--- src/rtl/tpu_layer_sequencer.sv ---
// tpu_layer_sequencer
// Handshaked control sequencer for top_soc. It runs num_tiles tiles back-to-back.
// Each tile goes through a weight FIFO fill, a drain into the array, a multiply
// and a wait for output_done. The memory bases advance by addr_stride per tile,
// and the current bases are replicated onto every lane.
module tpu_layer_sequencer #(
    parameter int WIDTH_HEIGHT = 16,
    parameter int ADDR_W       = 8,
    parameter int TILE_W       = 8,
    parameter int TIMEOUT      = 1024
) (
    input  logic                           clk,
    input  logic                           reset,
    input  logic                           start,
    input  logic                           abort,
    input  logic [TILE_W-1:0]              num_tiles,
    input  logic [ADDR_W-1:0]              weight_base,
    input  logic [ADDR_W-1:0]              input_base,
    input  logic [ADDR_W-1:0]              output_base,
    input  logic [ADDR_W-1:0]              addr_stride,
    input  logic                           mem_to_fifo_done,
    input  logic                           fifo_to_arr_done,
    input  logic                           output_done,
    output logic                           fill_fifo,
    output logic                           drain_fifo,
    output logic                           active,
    output logic [WIDTH_HEIGHT*ADDR_W-1:0] weightMem_rd_addr_base,
    output logic [WIDTH_HEIGHT*ADDR_W-1:0] inputMem_rd_addr_base,
    output logic [WIDTH_HEIGHT*ADDR_W-1:0] outputMem_wr_addr_base,
    output logic [TILE_W-1:0]              tile_idx,
    output logic                           busy,
    output logic                           done,
    output logic                           error
);

    localparam int CNT_W = (TIMEOUT > 2) ? $clog2(TIMEOUT) : 1;

    typedef enum logic [3:0] {
        S_IDLE,
        S_FILL,
        S_WAIT_FILL,
        S_DRAIN,
        S_COMPUTE,
        S_WAIT_OUT,
        S_NEXT,
        S_DONE,
        S_ERR
    } state_t;

    state_t              state_q, state_d;
    logic [CNT_W-1:0]    cnt_q, cnt_d;
    logic [TILE_W-1:0]   num_q, num_d;
    logic [TILE_W-1:0]   tile_q, tile_d;
    logic [ADDR_W-1:0]   wbase_q, wbase_d;
    logic [ADDR_W-1:0]   ibase_q, ibase_d;
    logic [ADDR_W-1:0]   obase_q, obase_d;
    logic [ADDR_W-1:0]   stride_q, stride_d;
    logic                error_q, error_d;
    logic                timed_out;

    // Last permitted wait cycle: the counter starts at 0 on entry, so TIMEOUT cycles have elapsed here
    assign timed_out = (cnt_q == CNT_W'(TIMEOUT - 1));

    // Next-state, run parameter capture, per-tile base advance and wait-state timeout counter
    always_comb begin
        state_d  = state_q;
        cnt_d    = '0;
        num_d    = num_q;
        tile_d   = tile_q;
        wbase_d  = wbase_q;
        ibase_d  = ibase_q;
        obase_d  = obase_q;
        stride_d = stride_q;
        error_d  = error_q;

        if (abort) begin
            // abort overrides start and every done input, and it leaves error untouched
            state_d = S_IDLE;
        end else begin
            case (state_q)
                S_IDLE, S_ERR: begin
                    if (start) begin
                        num_d    = num_tiles;
                        wbase_d  = weight_base;
                        ibase_d  = input_base;
                        obase_d  = output_base;
                        stride_d = addr_stride;
                        tile_d   = '0;
                        error_d  = 1'b0;
                        state_d  = (num_tiles == '0) ? S_DONE : S_FILL;
                    end
                end
                S_FILL: state_d = S_WAIT_FILL;
                S_WAIT_FILL: begin
                    if (mem_to_fifo_done) begin
                        state_d = S_DRAIN;
                    end else if (timed_out) begin
                        state_d = S_ERR;
                        error_d = 1'b1;
                    end else begin
                        cnt_d = cnt_q + 1'b1;
                    end
                end
                S_DRAIN: begin
                    if (fifo_to_arr_done) begin
                        state_d = S_COMPUTE;
                    end else if (timed_out) begin
                        state_d = S_ERR;
                        error_d = 1'b1;
                    end else begin
                        cnt_d = cnt_q + 1'b1;
                    end
                end
                S_COMPUTE: state_d = S_WAIT_OUT;
                S_WAIT_OUT: begin
                    if (output_done) begin
                        state_d = S_NEXT;
                    end else if (timed_out) begin
                        state_d = S_ERR;
                        error_d = 1'b1;
                    end else begin
                        cnt_d = cnt_q + 1'b1;
                    end
                end
                S_NEXT: begin
                    if (tile_q == num_q - TILE_W'(1)) begin
                        state_d = S_DONE;
                    end else begin
                        tile_d  = tile_q + TILE_W'(1);
                        wbase_d = wbase_q + stride_q;
                        ibase_d = ibase_q + stride_q;
                        obase_d = obase_q + stride_q;
                        state_d = S_FILL;
                    end
                end
                S_DONE:  state_d = S_IDLE;
                default: state_d = S_IDLE;
            endcase
        end
    end

    // State and datapath registers with synchronous active-low reset
    always_ff @(posedge clk) begin
        if (!reset) begin
            state_q  <= S_IDLE;
            cnt_q    <= '0;
            num_q    <= '0;
            tile_q   <= '0;
            wbase_q  <= '0;
            ibase_q  <= '0;
            obase_q  <= '0;
            stride_q <= '0;
            error_q  <= 1'b0;
        end else begin
            state_q  <= state_d;
            cnt_q    <= cnt_d;
            num_q    <= num_d;
            tile_q   <= tile_d;
            wbase_q  <= wbase_d;
            ibase_q  <= ibase_d;
            obase_q  <= obase_d;
            stride_q <= stride_d;
            error_q  <= error_d;
        end
    end

    assign fill_fifo              = (state_q == S_FILL);
    assign drain_fifo             = (state_q == S_DRAIN);
    assign active                 = (state_q == S_COMPUTE);
    assign done                   = (state_q == S_DONE);
    assign busy                   = (state_q != S_IDLE) && (state_q != S_DONE) && (state_q != S_ERR);
    assign error                  = error_q;
    assign tile_idx               = tile_q;
    assign weightMem_rd_addr_base = {WIDTH_HEIGHT{wbase_q}};
    assign inputMem_rd_addr_base  = {WIDTH_HEIGHT{ibase_q}};
    assign outputMem_wr_addr_base = {WIDTH_HEIGHT{obase_q}};

endmodule

--- config.mk ---
export PLATFORM = sky130hd
export DESIGN_NAME = tpu_layer_sequencer
export DESIGN_NICKNAME = d
export VERILOG_FILES = /design/src/rtl/tpu_layer_sequencer.sv
export SDC_FILE = /design/constraint.sdc
export NUM_CORES = 1
export LEC_CHECK = 0
export CORE_AREA = 2 2 172 174
export DETAILED_ROUTE_END_ITERATION = 10
export DIE_AREA = 0 0 174 176
export GPL_ROUTABILITY_DRIVEN = 0
export GPL_TIMING_DRIVEN = 1
export SYNTH_ARGS = -nofsm -noshare
export SYNTH_HDL_FRONTEND = slang
export SYNTH_SLANG_ARGS = --single-unit
--- constraint.sdc ---
create_clock -name clk -period 2.2 [get_ports clk]
set_input_delay 0.44 -clock clk [delete_from_list [all_inputs] [get_ports clk]]
set_output_delay 0.44 -clock clk [all_outputs]
set_load 0.02 [all_outputs]
* Word-level counts from Yosys, hierarchy flattened *
Index checks and enable logic that the tools add are counted.

cells by class
  bitwise gates (word level) = 2
  divide/modulo/power cells = 0
  order comparisons = 0
  add/sub/neg operators = 6
  shift-type cells = 0
  equal/unequal tests = 17
  reduce and logical (&&, ||, !) cells = 12
  mux-type cells = 31
  $mul = 0

operator list
  cell                                               count
  2-to-1 mux 8 bit                                   8
  one-hot mux 8 bit (2 select lines)                 4
  2-to-1 mux 10 bit                                  4
  one-hot mux 10 bit (3 select lines)                1
  one-hot mux 4 bit (7 select lines)                 1
  adder 8 bit                                        3
  2-to-1 mux 4 bit                                   5
  == test 4 x 3 -> 1 bit (second input constant)     4
  adder 10 x 1 -> 10 bit (second input constant)     1
  == test 10 bit (second input constant)             1
  != test 2 bit (second input constant)              5
  adder 8 x 1 -> 8 bit (second input constant)       1
  == test 4 x 2 -> 1 bit (second input constant)     2
  == test 8 bit                                      1
  zero test 8 bit                                    1
  nonzero test 4 bit                                 2
  subtractor 8 x 1 -> 8 bit (second input constant)  1
  2-to-1 mux 3 bit                                   2
  AND reduction 6 bit                                1
  2-to-1 mux 1 bit                                   5
  == test 4 x 1 -> 1 bit (second input constant)     1
  == test 4 bit (second input constant)              1
  zero test 4 bit                                    1
  != test 4 x 3 -> 1 bit (second input constant)     1
  other kinds (8)                                    11

storage, ports and cells
  word-level logic and storage cells = 77
  memories kept = 0
  output and inout port bits = 398
  latch bits = 0
  RAM bits = 0
  bits of input ports = 47
  memory bits (read-only) = 0
  register bits after elaboration = 63

* Longest topological paths before layout *
Gate-level depths: netlist of run 1.

  depth in word-level cells = 4
  gate-level depth with buffers = 10
  mapped depth without buffers = 9

* Least setup slack after synthesis of run 1 *
OpenSTA, ideal clock, no wires.

  kind = register to register
  start point = register wbase_q[0]
  end point = register wbase_q[6]
  data required time = 2114 ps
  path slack = -61 ps
  clock period less this slack = 2261 ps
  arrival time = 2176 ps
  stages on the path, launching flop included = 10
  path through = dfxtp_1 ha_1 inv_1 fa_1 nor2b_1 o21a_1 o21a_1 o2111a_1 nor3_1 a211oi_1

on the way
  longest elaborated chain between the ends = 3

ends and longest elaborated chain
  what                                RTL line  RTL
  start: declaration                  54        logic [ADDR_W-1:0] wbase_q, wbase_d;
  start signal: assignment            159       wbase_q <= wbase_d;
  adder 8 bit                         130       wbase_d = wbase_q + stride_q;
  2-to-1 mux 8 bit                    126       if (tile_q == num_q - TILE_W'(1)) begin
  one-hot mux 8 bit (2 select lines)  80        case (state_q)

Every way passes these cells. The select of a mux whose other input is x is not followed.
A chain may end at the register's enable or synchronous reset.

* Final worst setup path of run 1 *
  start point = register num_q[0]
  end point = register tile_q[6] (netlist: tile_idx[6])

on the way
  longest elaborated chain between the ends = 4

ends and longest elaborated chain
  what                           RTL line  RTL
  start: declaration             52        logic [TILE_W-1:0] num_q, num_d;
  start signal: assignment       157       num_q <= num_d;
  subtractor 8 x 1 -> 8 bit      126
  == test 8 bit                  126
  != test 2 bit (no line)        n/a
  AND reduction 4 bit (no line)  n/a
  end signal: assignment         158       tile_q <= tile_d;
  end: declaration               53        logic [TILE_W-1:0] tile_q, tile_d;

Every way passes these cells.

==> results of run 1 <==
synth_stat cells (6+ instances only):
library cell and n:
a211oi_1 9, a21oi_1 37, a311oi_1 9, buf_4 360, clkbuf_1 19, dfxtp_1 63
ha_1 24, inv_1 22, nand2_1 73, nand2b_1 10, nand3_1 20, nand4_1 6
nor2_1 66, nor2b_1 10, nor3_1 18, nor4_1 8, o21a_1 9, o21ai_0 9
xnor2_1 11, xor2_1 11
what timing repair did:
item                       in CTS  in global routing
cloned                          0                  6
gates resized for setup         5                 62
pin swaps                       1                 11
setup buffers                   0                  3
setup endpoints to repair      36                 33
flip-flops by register name, summed over array words and instances (netlist names):
name,cells
error,1
tile_idx,8
stride_q,8
state_q,4
ibase_q,8
num_q,8
obase_q,8
wbase_q,8
cnt_q,10
per-stage QoR:
step | TNS, ns | instances
floorplan | 0 | 884
global placement | -1.01 | 1383
detailed placement | -2.09 | 1383
CTS | -1.32 | 1397
global route | -2.10 | 1407
finish | -0.306 | 1407
layout make-up:
class,count,area [um2]
well taps,384,480
clock buffers,11,253
flip-flops and latches,63,1270
diodes,1,2.50
clock inverters,3,67.6
inverters,23,86.3
multi-input cells,409,2810
repair buffers,513,5120
fillers,2967,18500
report_power, final:
group | internal (mW) | switching [mW] | leakage, nW
registers | 1.19 | 0.0381 | 0.516
clock network | 1.04 | 0.528 | 0.154
logic | 1.09 | 1.19 | 3.11
total | 3.32 | 1.75 | 3.78
worst max-delay path, delay by kind of cell, from the launching register on:
| kind | cells | cell delay (ns) |
|---|---|---|
| and+or+nand+nor | 3 | 0.77 |
| AOI/OAI and AO/OA | 2 | 0.43 |
| xor gates and xnor gates | 1 | 0.12 |
| DFF | 1 | 0.32 |
| buffers and inverters | 4 | 0.55 |
logic make-up (layout without fill, tap and decap cells):
group	after synthesis	count (layout)	share of synthesized area, %
fa+ha+maj	27	27	5.34
buf+inv	412	550	43.6
other cells	0	1	0
compound gates	120	120	12.4
simple gates	235	235	16.5
flops	63	63	18.7
xor+xnor	22	22	2.85
mux	5	5	0.741
worst paths after layout:
kind                            slack (ns)  depth (start not counted)      from          end
worst max-delay path                 -0.04                         10  num_q[0]  tile_idx[6]
worst min-delay path                  0.46                          1  cnt_q[0]     cnt_q[0]
worst max register to register       -0.04                         10  num_q[0]  tile_idx[6]
worst min register to register        0.46                          1  cnt_q[0]     cnt_q[0]
layer usage:
metal,GRT usage [%],vias up
met5,0,-
met4,2.52,2
met3,3.32,11
met2,22.9,199
met1,14.3,2680
li1,-,2856
==> key figures, run 1 <==
Synth
  – EDFF count, synth: 0
  – Post-Syn Nets: 958
  – Yosys reg bits: 63
  – Synth area leaders: buf_4 40%, dfxtp_1 19%, ha_1 4.4%
  – Post-synth cell types: 59
  – Ys Warns: 0
  – Cell Area, Synth: 6750 um2
  – Seq/Total Area, Yosys: 18.7%
  – Mapped Avg Cell Area: 7.64 um2
  – Ys async rst share: 0%
  – Ys flop type: dfxtp_1
  – Synth top area share: 40.0%
  – Post-synth top area cell: buf_4
  – Syn Inst Count: 884

Place
  – Port bufs: 444
  – Pre-CTS setup slack: -0.126 ns
  – Post-placement cell area: 9350 um2
  – HPWL after DPL: 16500 um

Clock tree
  – H-tree Lvls: 3
  – Num CTS Buffers: 9
  – Clk slew on worst S/H paths: 0.06 ns
  – CTS tree: done
  – Later-pin clock latency in the skew report: 0.34 ns
  – CTS Buffer Depth: 2
  – Num Clock Sinks: 63
  – CTS Hold Buffers Added: 0
  – CTS root buf: clkbuf_16

GRT
  – Overflow after GRT: 0
  – Vias in the first global route: 5020
  – Largest net degree at the start of global routing: 47
  – All-layer global routing usage: 12.4%
  – Antenna violations before repair: 2
  – First-pass GRT wire length: 29900 um

Job
  – Max-Cap Viols: 0

Routing
  – DR pass1 iterations: 4
  – DR WL/cell: 15.3 um
  – WL met3: 1350 um
  – Vias per cell: 4.09
  – ANT nets after route: 0
  – Initial DRC Count: 229
  – DRC Markers: 0
  – Post-Route WL: 21500 um
  – Met1 WL: 8760 um
  – WL met2: 11300 um
  – Highest routed layer: met5
  – Routed vias: 5748

Setup path
  – Slowest-stage cell, CP: or3_4
  – Most used cell along the critical path: buf_6
  – Crit. End Element: flop
  – Critical setup path kind: reg2reg
  – Critical Path RT: 2.49 ns
  – Critical path fanouts, max: 7
  – Crit-path cells: buf_6 > or3_4 > buf_6 > xnor2_4 > nor4_4 > a41oi_4 > buf_6 > buf_12 > a311o_1 > nand2_1
  – Max incr delay on CP: 0.38 ns
  – Startpoint type of the worst setup path: flop
  – WP data arrival: 2.53 ns

Pwr
  – Leakage: 3.78 nW
  – Total power: 5.07 mW
  – Pwr Density: 503 nW/um2
  – VDD IR max: 0.278 mV

Final layout
  – Most common cell after layout, fill and taps aside: clkdlybuf4s50_1
  – Most frequent cells in the layout: 439 x clkdlybuf4s50_1, 72 x nand2_1, 56 x dfxtp_1
  – Final net count: 1093
  – P&R area growth vs syn: 49.5%
  – Final Cell Area: 10100 um2
  – Share of layout cells above drive strength 1: 14.3%
  – Core Util, Final: 35.3%

STA
  – Final worst slack: -0.0405 ns
  – Hold Slack: 0.458 ns
  – Worst-margin pin slew: 0.499 ns
  – Unrepaired setup endpoints after global routing: yes
  – Final hold violation count: 0
  – Final Cycle Share: 102%
  – Setup Viol. Count Final: 17
  – Max Slew Vio Count: 0
  – Max-slew headroom: 66.6%
  – Tmin final: 2.24 ns
  – Max Freq: 0.446 GHz
  – Skew final: 0.0109 ns

Floorplanning
  – Starting Density: 23.6%
  – Die H: 176 um
  – I/O pins: 445
  – Row cnt: 62
  – Die width: 174 um
  – Core area: 28500 um2
  – DIE AREA: 30600 um2

Hold path
  – Hold/Removal Path Class: reg2reg

Status
  – Status: complete, but fails checks
  – Failing checks: negative setup slack
Note: power is estimated with default switching activity, not from simulation.
==> run 2: changes to the inputs <==
PLACE_DENSITY_LB_ADDON = 0.15   (was default)
==> run 2 against run 1 <==
  * The flow still finishes with violations (negative setup slack)
  * First-iteration DRC count is 9.2% lower
  * Utilization is 0.72 points lower
  * Die area stayed put
  * Fmax is 1.4% lower
  * Wire length is 0.35% lower
  * Global-route usage is 0.63 points higher
  * Critical path type unchanged
  * Largest power group unchanged
==> key figures, run 2 (synthesized netlist as in run 1, its figures left out) <==
Clock tree
  – Later-pin clock latency in the skew report: 0.34 ns
  – CTS Hold Buffers Added: 0
  – CTS Buffer Depth: 2
  – H-tree Lvls: 3
  – Clk slew on worst S/H paths: 0.06 ns
  – CTS tree: done
  – Num Clock Sinks: 63
  – CTS root buf: clkbuf_16
  – Num CTS Buffers: 9

STA
  – Hold Slack: 0.458 ns
  – Final hold violation count: 0
  – Max Slew Vio Count: 0
  – Setup Viol. Count Final: 14
  – Tmin final: 2.27 ns
  – Unrepaired setup endpoints after global routing: yes
  – Final worst slack: -0.0720 ns
  – Max Freq: 0.440 GHz
  – Max-slew headroom: 73.7%
  – Skew final: 0.0161 ns
  – Final Cycle Share: 103%
  – Worst-margin pin slew: 0.391 ns
  – Fin Setup TNS: -0.412 ns

Setup path
  – Critical Path RT: 2.43 ns
  – Critical setup path kind: reg2reg
  – Critical Path Stages: 8
  – Critical path fanouts, max: 6
  – Crit path launch: num_q[1]
  – Max incr delay on CP: 0.41 ns
  – Slowest-stage cell, CP: or4_1
  – WP data arrival: 2.50 ns
  – Delay-heaviest family, CP: simple AND/OR/NAND/NOR gates
  – FF-to-FF Start: num_q[1]
  – WP buf/inv: 3
  – Crit-path cells: buf_4 > or3_4 > or4_1 > nand4_1 > a41oi_4 > buf_6 > clkbuf_16 > a31o_2
  – Startpoint type of the worst setup path: flop
  – Crit. End Element: flop
  – FF-to-FF path depth: 8

GRT
  – Largest net degree at the start of global routing: 47
  – Overflow after GRT: 0
  – Antenna violations before repair: 2
  – All-layer global routing usage: 13.0%
  – Vias in the first global route: 5225
  – First-pass GRT wire length: 31300 um

Final layout
  – Final net count: 1095
  – Largest register FFs: 10
  – P&R area growth vs syn: 46.4%
  – Share of layout cells above drive strength 1: 12.5%
  – Post-Layout Cell Count: 1411
  – Most frequent cells in the layout: 439 x clkdlybuf4s50_1, 72 x nand2_1, 65 x nor2_1
  – Core Util, Final: 34.6%
  – Biggest register: cnt_q
  – Most common cell after layout, fill and taps aside: clkdlybuf4s50_1

Status
  – Status: complete, but fails checks
  – Failing checks: negative setup slack

Floorplanning
  – Row cnt: 62
  – Core area: 28500 um2
  – DIE AREA: 30600 um2
  – Die width: 174 um
  – Starting Density: 23.6%
  – I/O pins: 445
  – Die H: 176 um

Hold path
  – Min-delay src: cnt_q[0]
  – Min-Delay Path Depth: 1
  – Hold/Removal Path Class: reg2reg

Routing
  – Initial DRC Count: 208
  – DR pass1 iterations: 4
  – Vias per cell: 4.01
  – DRC Markers: 0
  – Routed vias: 5663
  – ANT nets after route: 0
  – DR WL/cell: 15.2 um
  – Post-Route WL: 21500 um

Job
  – Max-Cap Viols: 0

Pwr
  – Pwr Density: 492 nW/um2
  – Total power: 4.86 mW
  – Leakage: 3.72 nW
  – VDD IR max: 0.255 mV

Place
  – Port bufs: 444
  – Post-Place Cells: 1390
  – HPWL after DPL: 17500 um
[run 2: changes by cell type in the layout (fill, tap and decap cells not counted), sizes merged]
cell / previous run / this run
buf: 66 / 70
clkinv: 0 / 3
bufinv: 2 / 1
clkinvlp: 1 / 0
dlymetal6s2s: 1 / 0
[run 2: layout make-up]
cell class / instances / area (um2)
Fill cell: 3042 / 18700
Timing Repair Buffer: 515 / 5050
Multi-Input combinational cell: 409 / 2700
Sequential cell: 63 / 1270
Tap cell: 384 / 480
Clock buffer: 12 / 246
Inverter: 23 / 86.3
Clock inverter: 4 / 45.0
Antenna cell: 1 / 2.50
[run 2: worst paths after layout]
path / to / slack, ns
min reg2reg: cnt_q[0] / 0.46
min: cnt_q[0] / 0.46
max: tile_idx[3] / -0.07
max reg2reg: tile_idx[3] / -0.07
[run 2: power breakdown]
group / switching [mW] / internal, mW
combinational: 1.16 / 1.05
sequential: 0.0384 / 1.19
clock: 0.521 / 0.903
[run 2: metal layers]
metal / vias to the layer above / global-route usage, % / part of all wire, %
met2: 186 / 24.6 / 54
met4: 2 / 2.14 / 0.61
met1: 2596 / 14.6 / 39
li1: 2867 / - / -
met5: - / 0 / 0.047
met3: 12 / 3.64 / 6.4
[run 2: timing repair]
item | 4_1_cts | 5_1_grt
buffers inserted | 2 | 2
gates cloned | 0 | 1
setup endpoints to repair | 37 | 33
gates resized for setup | 15 | 26
pin swaps | 2 | 10
[run 2: worst reg2reg max path, cell delays in order, from the launching register on]
cell	delay, ns
dfxtp_2	0.32
buf_4	0.13
or3_4	0.39
or4_1	0.41
nand4_1	0.16
a41oi_4	0.23
buf_6	0.19
clkbuf_16	0.14
a31o_2	0.19
[run 2: through the flow]
stage	cell area, um2	setup WS (ns)
floorplan	6770	0.00741
global placement	9390	-0.164
detailed placement	9390	-0.189
CTS	9740	-0.131
global route	9880	-0.147
finish	9880	-0.0720
==> run 3: changes to the inputs <==
ABC_CLOCK_PERIOD_IN_PS = 2200   (was default)
SLEW_MARGIN = 5   (was default)
==> results of run 3 <==
The final DEF is identical to that of run 2; final timing and power are the same.
